`src/rtl/branch_predictor.sv`:
```
`default_nettype none
// ============================================================================
// Module  : branch_predictor
// Summary : Direct-mapped branch target buffer with saturating direction
//           counters and saturating update/mispredict statistics.
// Rev     : 1.0  initial release
// ============================================================================
module branch_predictor #(
  parameter int ENTRIES   = 16,
  parameter int CTR_BITS  = 2,
  parameter int STAT_BITS = 16
) (
  input  logic                 clk,
  input  logic                 reset,
  input  logic [31:0]          lookup_pc,
  output logic                 pred_hit,
  output logic                 pred_taken,
  output logic [31:0]          pred_target,
  input  logic                 update_valid,
  input  logic [31:0]          update_pc,
  input  logic                 update_taken,
  input  logic [31:0]          update_target,
  input  logic                 update_mispredict,
  input  logic                 flush_all,
  input  logic                 stat_clear,
  output logic [STAT_BITS-1:0] stat_updates,
  output logic [STAT_BITS-1:0] stat_mispredicts
);

  localparam int                    c_idx_bits = $clog2(ENTRIES);
  localparam int                    c_tag_bits = 30 - c_idx_bits;
  localparam logic [CTR_BITS-1:0]   c_ctr_one  = CTR_BITS'(1);
  localparam logic [CTR_BITS-1:0]   c_weak_t   = c_ctr_one << (CTR_BITS - 1);
  localparam logic [CTR_BITS-1:0]   c_weak_nt  = c_weak_t - c_ctr_one;
  localparam logic [CTR_BITS-1:0]   c_ctr_max  = '1;
  localparam logic [CTR_BITS-1:0]   c_ctr_min  = '0;
  localparam logic [STAT_BITS-1:0]  c_stat_one = STAT_BITS'(1);
  localparam logic [STAT_BITS-1:0]  c_stat_max = '1;

  logic [ENTRIES-1:0]    r_valid;
  logic [c_tag_bits-1:0] r_tag    [ENTRIES];
  logic [31:0]           r_target [ENTRIES];
  logic [CTR_BITS-1:0]   r_ctr    [ENTRIES];
  logic [STAT_BITS-1:0]  r_stat_updates;
  logic [STAT_BITS-1:0]  r_stat_mispredicts;

  logic [c_idx_bits-1:0] w_lk_idx;
  logic [c_tag_bits-1:0] w_lk_tag;
  logic                  w_lk_hit;
  logic                  w_lk_taken;
  logic [c_idx_bits-1:0] w_up_idx;
  logic [c_tag_bits-1:0] w_up_tag;
  logic                  w_up_hit;
  logic [3:0]            w_unused_pc_lsbs;

  // Word-aligned PCs: the two low bits never contribute to index or tag.
  assign w_unused_pc_lsbs = {lookup_pc[1:0], update_pc[1:0]};

  assign w_lk_idx   = lookup_pc[c_idx_bits+1:2];
  assign w_lk_tag   = lookup_pc[31:c_idx_bits+2];
  assign w_lk_hit   = r_valid[w_lk_idx] && (r_tag[w_lk_idx] == w_lk_tag);
  assign w_lk_taken = w_lk_hit && r_ctr[w_lk_idx][CTR_BITS-1];

  assign pred_hit    = w_lk_hit;
  assign pred_taken  = w_lk_taken;
  assign pred_target = w_lk_taken ? r_target[w_lk_idx] : (lookup_pc + 32'd4);

  assign w_up_idx = update_pc[c_idx_bits+1:2];
  assign w_up_tag = update_pc[31:c_idx_bits+2];
  assign w_up_hit = r_valid[w_up_idx] && (r_tag[w_up_idx] == w_up_tag);

  always_ff @(posedge clk or negedge reset) begin
    if (!reset) begin
      r_valid <= '0;
      for (int i = 0; i < ENTRIES; i++) begin
        r_tag[i]    <= '0;
        r_target[i] <= '0;
        r_ctr[i]    <= c_weak_nt;
      end
    end else if (flush_all) begin
      r_valid <= '0;
    end else if (update_valid) begin
      if (w_up_hit) begin
        if (update_taken) begin
          if (r_ctr[w_up_idx] != c_ctr_max) begin
            r_ctr[w_up_idx] <= r_ctr[w_up_idx] + c_ctr_one;
          end
          r_target[w_up_idx] <= update_target;
        end else if (r_ctr[w_up_idx] != c_ctr_min) begin
          r_ctr[w_up_idx] <= r_ctr[w_up_idx] - c_ctr_one;
        end
      end else if (update_taken) begin
        // Miss on a taken branch replaces whatever occupied the slot.
        r_valid[w_up_idx]  <= 1'b1;
        r_tag[w_up_idx]    <= w_up_tag;
        r_target[w_up_idx] <= update_target;
        r_ctr[w_up_idx]    <= c_weak_t;
      end
    end
  end

  always_ff @(posedge clk or negedge reset) begin
    if (!reset) begin
      r_stat_updates     <= '0;
      r_stat_mispredicts <= '0;
    end else if (stat_clear) begin
      r_stat_updates     <= '0;
      r_stat_mispredicts <= '0;
    end else if (update_valid) begin
      if (r_stat_updates != c_stat_max) begin
        r_stat_updates <= r_stat_updates + c_stat_one;
      end
      if (update_mispredict && (r_stat_mispredicts != c_stat_max)) begin
        r_stat_mispredicts <= r_stat_mispredicts + c_stat_one;
      end
    end
  end

  assign stat_updates     = r_stat_updates;
  assign stat_mispredicts = r_stat_mispredicts;

endmodule
`default_nettype wire

```
`config.mk`:
```
export PLATFORM = sky130hd
export DESIGN_NAME = branch_predictor
export DESIGN_NICKNAME = d
export VERILOG_FILES = /design/src/rtl/branch_predictor.sv
export SDC_FILE = /design/constraint.sdc
export NUM_CORES = 2
export LEC_CHECK = 0
export BUFFER_PORTS_ARGS = -buffer_cell sky130_fd_sc_hd__buf_4
export CORE_ASPECT_RATIO = 1.1
export CORE_MARGIN = 1.5
export CORE_UTILIZATION = 50
export DETAILED_ROUTE_END_ITERATION = 16
export PLACE_DENSITY = 0.66
export SLEW_MARGIN = 20
export SYNTH_ARGS = -nofsm -noshare
export SYNTH_HDL_FRONTEND = slang
export SYNTH_SLANG_ARGS = --single-unit
```
`constraint.sdc`:
```
create_clock -name clk -period 6.5 [get_ports clk]
set_input_delay 1.3 -clock clk [delete_from_list [all_inputs] [get_ports clk]]
set_output_delay 1.3 -clock clk [all_outputs]
set_load 0.03 [all_outputs]
```
# Word-level counts from Yosys, hierarchy flattened
# Index checks and enable logic that the tools add are counted.
# Widths: inputs -> output; s select.
[totals]
output_inout_bits = 66
elab_cells = 144
ff_bits = 1008
input_bits = 103
[classes]
add_sub_neg = 5
n_eq_ne = 7
n_reduce_logical = 20
bitwise_logic = 8
order_cmp = 6
muxes = 47
[op_table]
columns = ["op", "count"]
rows = [
  ["$bwmux 512", 1],
  ["$bwmux 416", 1],
  ["$mux 32", 9],
  ["$bmux 26 s4", 2],
  ["$mux 16", 10],
  ["$mux 26", 5],
  ["$bmux 32 s4", 1],
  ["$demux 32 s4", 1],
  ["$demux 26 s4", 1],
  ["$bwmux 32", 2],
  ["$eq 26x26->1", 2],
  ["$add 16x1->16 const B", 2],
  ["$add 32x3->32 const B", 1],
  ["$ne 16x16->1 const B", 2],
  ["$or 16x16->16", 2],
  ["$and 16x16->16", 1],
  ["$bmux 2 s4", 2],
  ["$not 16->16", 1],
  ["$reduce_bool 2->1", 8],
  ["$ge 5x5->1 const B", 2],
  ["$lt 4x5->1 const B", 2],
  ["$mux 2", 5],
  ["$not 4->5", 2],
  ["$bmux 1 s4", 2],
  ["other kinds (15)", 26],
]

# Depth between registers and ports, before layout
[depth]
ltp_word = 9
depth_mapped = 16
mapped_depth_nobuf = 11

# Worst setup path after synthesis
# No wires, ideal clock.
[synth_path]
path_kind = "input-to-output"
start = "input lookup_pc[3]"
end = "output pred_target[11]"
required_time_ns = 5.200
cell_stages = 11
path_slack_ns = 0.260
t_arrival_ns = 4.940
cell_sequence = "clkbuf_1 clkbuf_1 clkbuf_1 clkbuf_1 mux4_2 mux4_2 clkbuf_1 and2_1 buf_2 clkbuf_1 o21ai_0"
[synth_between]
elab_chain_len = 8
word_cells_on_any_way = 17
[synth_rtl]
columns = ["element", "line_no", "text"]
rows = [
  ["start: declaration", "15", "input logic [31:0] lookup_pc,"],
  ["$not 4->5 (implied by the code)", "61, 62", ""],
  ["$bmux 26 s4", "61", "assign w_lk_hit = r_valid[w_lk_idx] && (r_tag[w_lk_idx] == w_lk_tag);"],
  ["$mux 26 (implied by the code) (2 in a row)", "61", ""],
  ["$eq 26x26->1", "61", ""],
  ["$logic_and 1x1->1", "61", ""],
  ["$logic_and 1x1->1 (*)", "62", "assign w_lk_taken = w_lk_hit && r_ctr[w_lk_idx][CTR_BITS-1];"],
  ["named net pred_taken", "17", "output logic pred_taken,"],
  ["$mux 32 (*)", "66", "assign pred_target = w_lk_taken ? r_target[w_lk_idx] : (lookup_pc + 32'd4);"],
  ["end: declaration", "18", "output logic [31:0] pred_target,"],
]
# Mark *: on every way through the listed nets, which the timed path passes. The rest lies on a longest branch. The select of a mux whose other input is x is not followed.

# Final worst setup path
[layout_path]
start = "input lookup_pc[2]"
end = "output pred_target[18]"
[layout_between]
elab_chain_len = 8
word_cells_on_any_way = 17
[layout_rtl]
columns = ["element", "line_no"]
rows = [
  ["$not 4->5 (implied by the code)", "61, 62, 66"],
  ["$bmux 26 s4", "61"],
  ["$mux 26 (implied by the code) (2 in a row)", "61"],
  ["$eq 26x26->1", "61"],
  ["$logic_and 1x1->1", "61"],
  ["$logic_and 1x1->1", "62"],
  ["$mux 32 (*)", "66"],
]
# Mark *: on every way between the ends. The rest lies on a longest branch, timed or not. The select of a mux whose other input is x is not followed.

==> impl_summary.md <==
Run status
The flow ran to the end, and the final reports show no timing, DRC or antenna violations.

Setup path
The logic depth of the worst register-to-register path is 11. The critical path capture point type is an output pin. The worst setup path is launched from an input pin. The maximum cell stage delay along the critical path is 0.51 ns. The critical path goes through buf_8 -> buf_12 -> mux4_2 -> nor2b_1 -> a211oi_1 -> a21oi_1 -> xnor2_1 -> nor4_2 -> nand3_1 -> nor4_4 -> buf_4 -> and2_2 -> buf_12 -> mux2_2 -> buf_4. The arrival time reported for the critical path endpoint is 5.08 ns. The largest individual stage delay along the critical path comes from the cell sky130_fd_sc_hd__mux4_2. The largest fanout on the critical path is 19. The critical path is of the in -> out type. STA puts the critical path data required time at 5.20 ns.

Floorplan
The initial utilization of the core area, before any placement, comes to 50.5%. Pin placement for this block handled 169 I/O pins. The number of rows created at floorplan is 122. In this run the horizontal extent of the chip is 307 um. The floorplan step defined a die boundary enclosing 104000 sq um.

The die is 338 um tall. The core region is 101000 sq um.

Min path
The worst hold path belongs to the class reg -> reg. The worst hold path passes through 2 cells.

Logic synthesis
The sequential area share after synthesis is 49.5%. The dominant register cell in the synthesized netlist is sky130_fd_sc_hd__dfrtp_1. The top cell type by area accounts for between 40% and 50% of the synthesized area. After synthesis, the share of flip-flops with an asynchronous set or reset is 100%. After synthesis the netlist holds a flip-flop and latch count of 1008. Synthesis produced a netlist with a net count of 3615. During synthesis, Yosys emitted a total of 0 warnings.

The count of different cell masters after synthesis is 62. The cell type with the highest aggregate area in the netlist is sky130_fd_sc_hd__dfrtp_1. The most common cell in the synthesized netlist is sky130_fd_sc_hd__dfrtp_1.

The mean instance size in the synthesized netlist is 14.5 sq um. Counting flops with a built-in enable in the synthesized netlist gives 0. The cell count after synthesis is ~3500. The total standard cell area after synthesis is 51000 sq um.

After synthesis, the most frequently instantiated cells are 992 x sky130_fd_sc_hd__dfrtp_1, 911 x sky130_fd_sc_hd__mux2_2, 358 x sky130_fd_sc_hd__mux4_2, 248 x sky130_fd_sc_hd__nand2_1, 188 x sky130_fd_sc_hd__clkbuf_1. By area the synthesized netlist is led by sky130_fd_sc_hd__dfrtp_1 49%, sky130_fd_sc_hd__mux2_2 20%, sky130_fd_sc_hd__mux4_2 16%.

Detailed routing
The average via count per standard cell is 6.29. The count of vias placed by the detailed router is 31894. The final wirelength is roughly 150000 um. Once detail routing completed, the nets flagged for antenna violations numbered 0. The detailed-routing iteration count for the pre-antenna-repair pass is 5.

In the final routed layout, each cell accounts on average for 28.9 um. For this run, design rule violations remaining after detail routing come to 0. The detailed router finished its first iteration with 2278 violations.

Global route
The initial antenna violation count is 11. Global routing consumed, on the met1 layer, between 30% and 40% of the routing resources. The most used routing layer is met2. The overall track demand over capacity in global routing is 28.7%. Entering global routing, the biggest net connects approximately 170 pins. The total congestion overflow is 0.

The global routing met3 resource utilization is roughly 6%. The first global-routing pass estimated 222000 um of wire. The met2 track demand over resource is 47.2%. The number of global-route vias before repair is 34798.

Job
The max-cap violation count is 0.

Layout
Measured on the finished design, the core utilization comes to 57.4%. The layout overhead on the synthesized area is 13.7%. The finished layout holds 5072 standard cells, fillers aside. The share of post-route cells with drive strength above 1 is 49.0%. For this run, the post-layout net count is 3722.

The fill cell instance count of the final layout is 7821.

Timing
The final count of pins violating max slew is 0. The remaining max-slew budget at the tightest pin is ~33%. The final count of hold timing violations is 0. The number of setup violations in the final report is 0.

The transition time of the tightest slew-check pin is a little over 1 ns. The final clock period utilization by the worst path is 98.2%. For this run, the top clock speed supported by timing is 157 MHz.

Across all hold checks on the routed design, the worst slack comes to between 0.4 and 0.5 ns. The final period demand of the worst path is 6.38 ns. The worst-case clock skew is ~0.041 ns.

Clocking
In this run the post-CTS setup repair buffer count came out at 0. The number of buffers inserted during clock tree synthesis is 109. At the later pin of the worst-skew pair, clock insertion delay measures 0.71 ns. Clock-pin slew was measured on the worst setup and hold paths at 0.06 ns. The clock root buffer is sky130_fd_sc_hd__clkbuf_16. The number of buffers on the longest clock path is 3.

TritonCTS built the clock tree. The H-tree depth reported by CTS is 3. For this design, the CTS-stage hold fixing added 0 buffers. Clock tree synthesis found a total of 1008 sinks.

Pwr
Power spread over the standard cell area amounts to 287 nW/um^2. The worst-case IR drop observed on VDD is 0.000233 V. The analysis attributes to cell leakage a power of 0.0264 uW.

Placed design
Routability-driven placement finished with a final weighted congestion of about 0.86. The half-perimeter wire length after placement is 90200 um. Buffers placed on the I/O ports in this run total 166. The cell total after placement is 4867.
==> layout by cell type (no fill, tap or decap), types with 7 or more instances in the layout <==
cell type	synthesis	layout
sky130_fd_sc_hd__nand2_2	0	11
sky130_fd_sc_hd__a211oi_1	22	22
sky130_fd_sc_hd__nand3_1	31	31
sky130_fd_sc_hd__clkbuf_16	0	110
sky130_fd_sc_hd__nor2b_1	30	28
sky130_fd_sc_hd__nor3_1	11	9
sky130_fd_sc_hd__xnor2_1	60	60
sky130_fd_sc_hd__o21ai_0	13	13
sky130_fd_sc_hd__dfstp_2	16	16
sky130_fd_sc_hd__buf_12	0	34
sky130_fd_sc_hd__clkbuf_1	188	15
sky130_fd_sc_hd__nor4_1	19	16
sky130_fd_sc_hd__a22o_1	10	10
sky130_fd_sc_hd__nand2b_1	7	7
sky130_fd_sc_hd__inv_1	13	13
sky130_fd_sc_hd__mux4_2	358	358
sky130_fd_sc_hd__and3_1	14	14
sky130_fd_sc_hd__a221oi_1	7	7
sky130_fd_sc_hd__clkinv_2	0	18
sky130_fd_sc_hd__a22oi_1	20	20
sky130_fd_sc_hd__nor2_1	94	90
sky130_fd_sc_hd__mux2_2	911	911
sky130_fd_sc_hd__a21oi_1	27	26
sky130_fd_sc_hd__xor2_1	55	55
sky130_fd_sc_hd__bufinv_16	0	11
sky130_fd_sc_hd__mux2_1	14	14
sky130_fd_sc_hd__mux2i_1	128	128
sky130_fd_sc_hd__nor2_4	9	15
sky130_fd_sc_hd__buf_4	19	259
sky130_fd_sc_hd__nand4_1	14	14
sky130_fd_sc_hd__dfrtp_1	992	992
sky130_fd_sc_hd__nand2_1	248	237
sky130_fd_sc_hd__clkbuf_8	0	33
sky130_fd_sc_hd__o22ai_1	13	13
==> kinds of logic (layout without fill, tap and decap cells) <==
logic type / after synthesis / after routing / share of synthesized area, %
adders and majority gates: 5 / 5 / 0.123
buffers and inverters: 316 / 514 / 2.95
muxes: 1411 / 1411 / 38.8
xor gates and xnor gates: 115 / 115 / 1.98
AOI/OAI and AO/OA: 140 / 140 / 1.94
other: 0 / 3 / 0
and+or+nand+nor: 512 / 512 / 4.74
DFF: 1008 / 1008 / 49.5
==> layer usage <==
layer / part of all wire [%] / wire (um)
met1: 40 / 58900
met2: 49 / 71900
met3: 7.1 / 10500
met4: 3.5 / 5140
met5: 0.059 / 87
==> layout make-up <==
class | count | area, sq um | area share, %
Inverter | 13 | 48.8 | 0.0842
Multi-Input combinational cell | 2183 | 24400 | 42.1
Clock inverter | 44 | 596 | 1.03
Antenna cell | 3 | 7.51 | 0.0130
Clock buffer | 158 | 3260 | 5.63
Timing Repair Buffer | 299 | 2700 | 4.67
Sequential cell | 1008 | 25200 | 43.6
Tap cell | 1364 | 1710 | 2.94
==> critical path, delay by kind of cell <==
| kind | cells | cell delay, ns |
|---|---|---|
| AO/OA/AOI/OAI | 2 | 0.37 |
| XOR/XNOR | 1 | 0.20 |
| buffers and inverters | 5 | 0.96 |
| multiplexers | 2 | 0.87 |
| AND/OR/NAND/NOR | 5 | 1.35 |
==> per-stage QoR <==
step           power, uW  setup TNS [ns]  setup WS [ns]  area [sq um]
6_report           16600               0          0.117         58000
4_1_cts            16700               0        0.00626         57900
5_1_grt            17300        -0.00251       -0.00251         57900
3_3_place_gp        9970          -0.108         -0.108         54100
3_5_place_dp       10100          -0.166         -0.166         54100
2_1_floorplan       9270               0          0.260         51000
==> power by group <==
group,switching (uW),internal [uW]
Sequential,505,7070
Clock,2650,3930
Combinational,1090,1400
Total,4240,12400
==> worst paths after layout <==
| path | from | slack, ns | end |
|---|---|---|---|
| max in group asynchronous | reset | 4.35 | stat_updates[0] |
| setup reg to reg | r_tag[127] | 2.42 | r_tag[116] |
| hold reg to reg | r_target[128] | 0.47 | r_target[128] |
| min in group asynchronous | reset | 0.64 | r_tag[415] |
| hold / removal | r_target[128] | 0.47 | r_target[128] |
| setup / recovery | lookup_pc[2] | 0.12 | pred_target[18] |
==> registers in the layout (all words and copies together), names as in the netlist <==
name / cells
r_ctr: 32
r_target: 512
stat_mispredicts: 16
r_valid: 16
stat_updates: 16
r_tag: 416
==> timing repair <==
item / in CTS / in global routing
gates resized for setup: 1 / 4
gates cloned: 0 / 0
endpoints found under the setup margin: 1 / 26
Note: power is estimated with default switching activity, not from simulation.
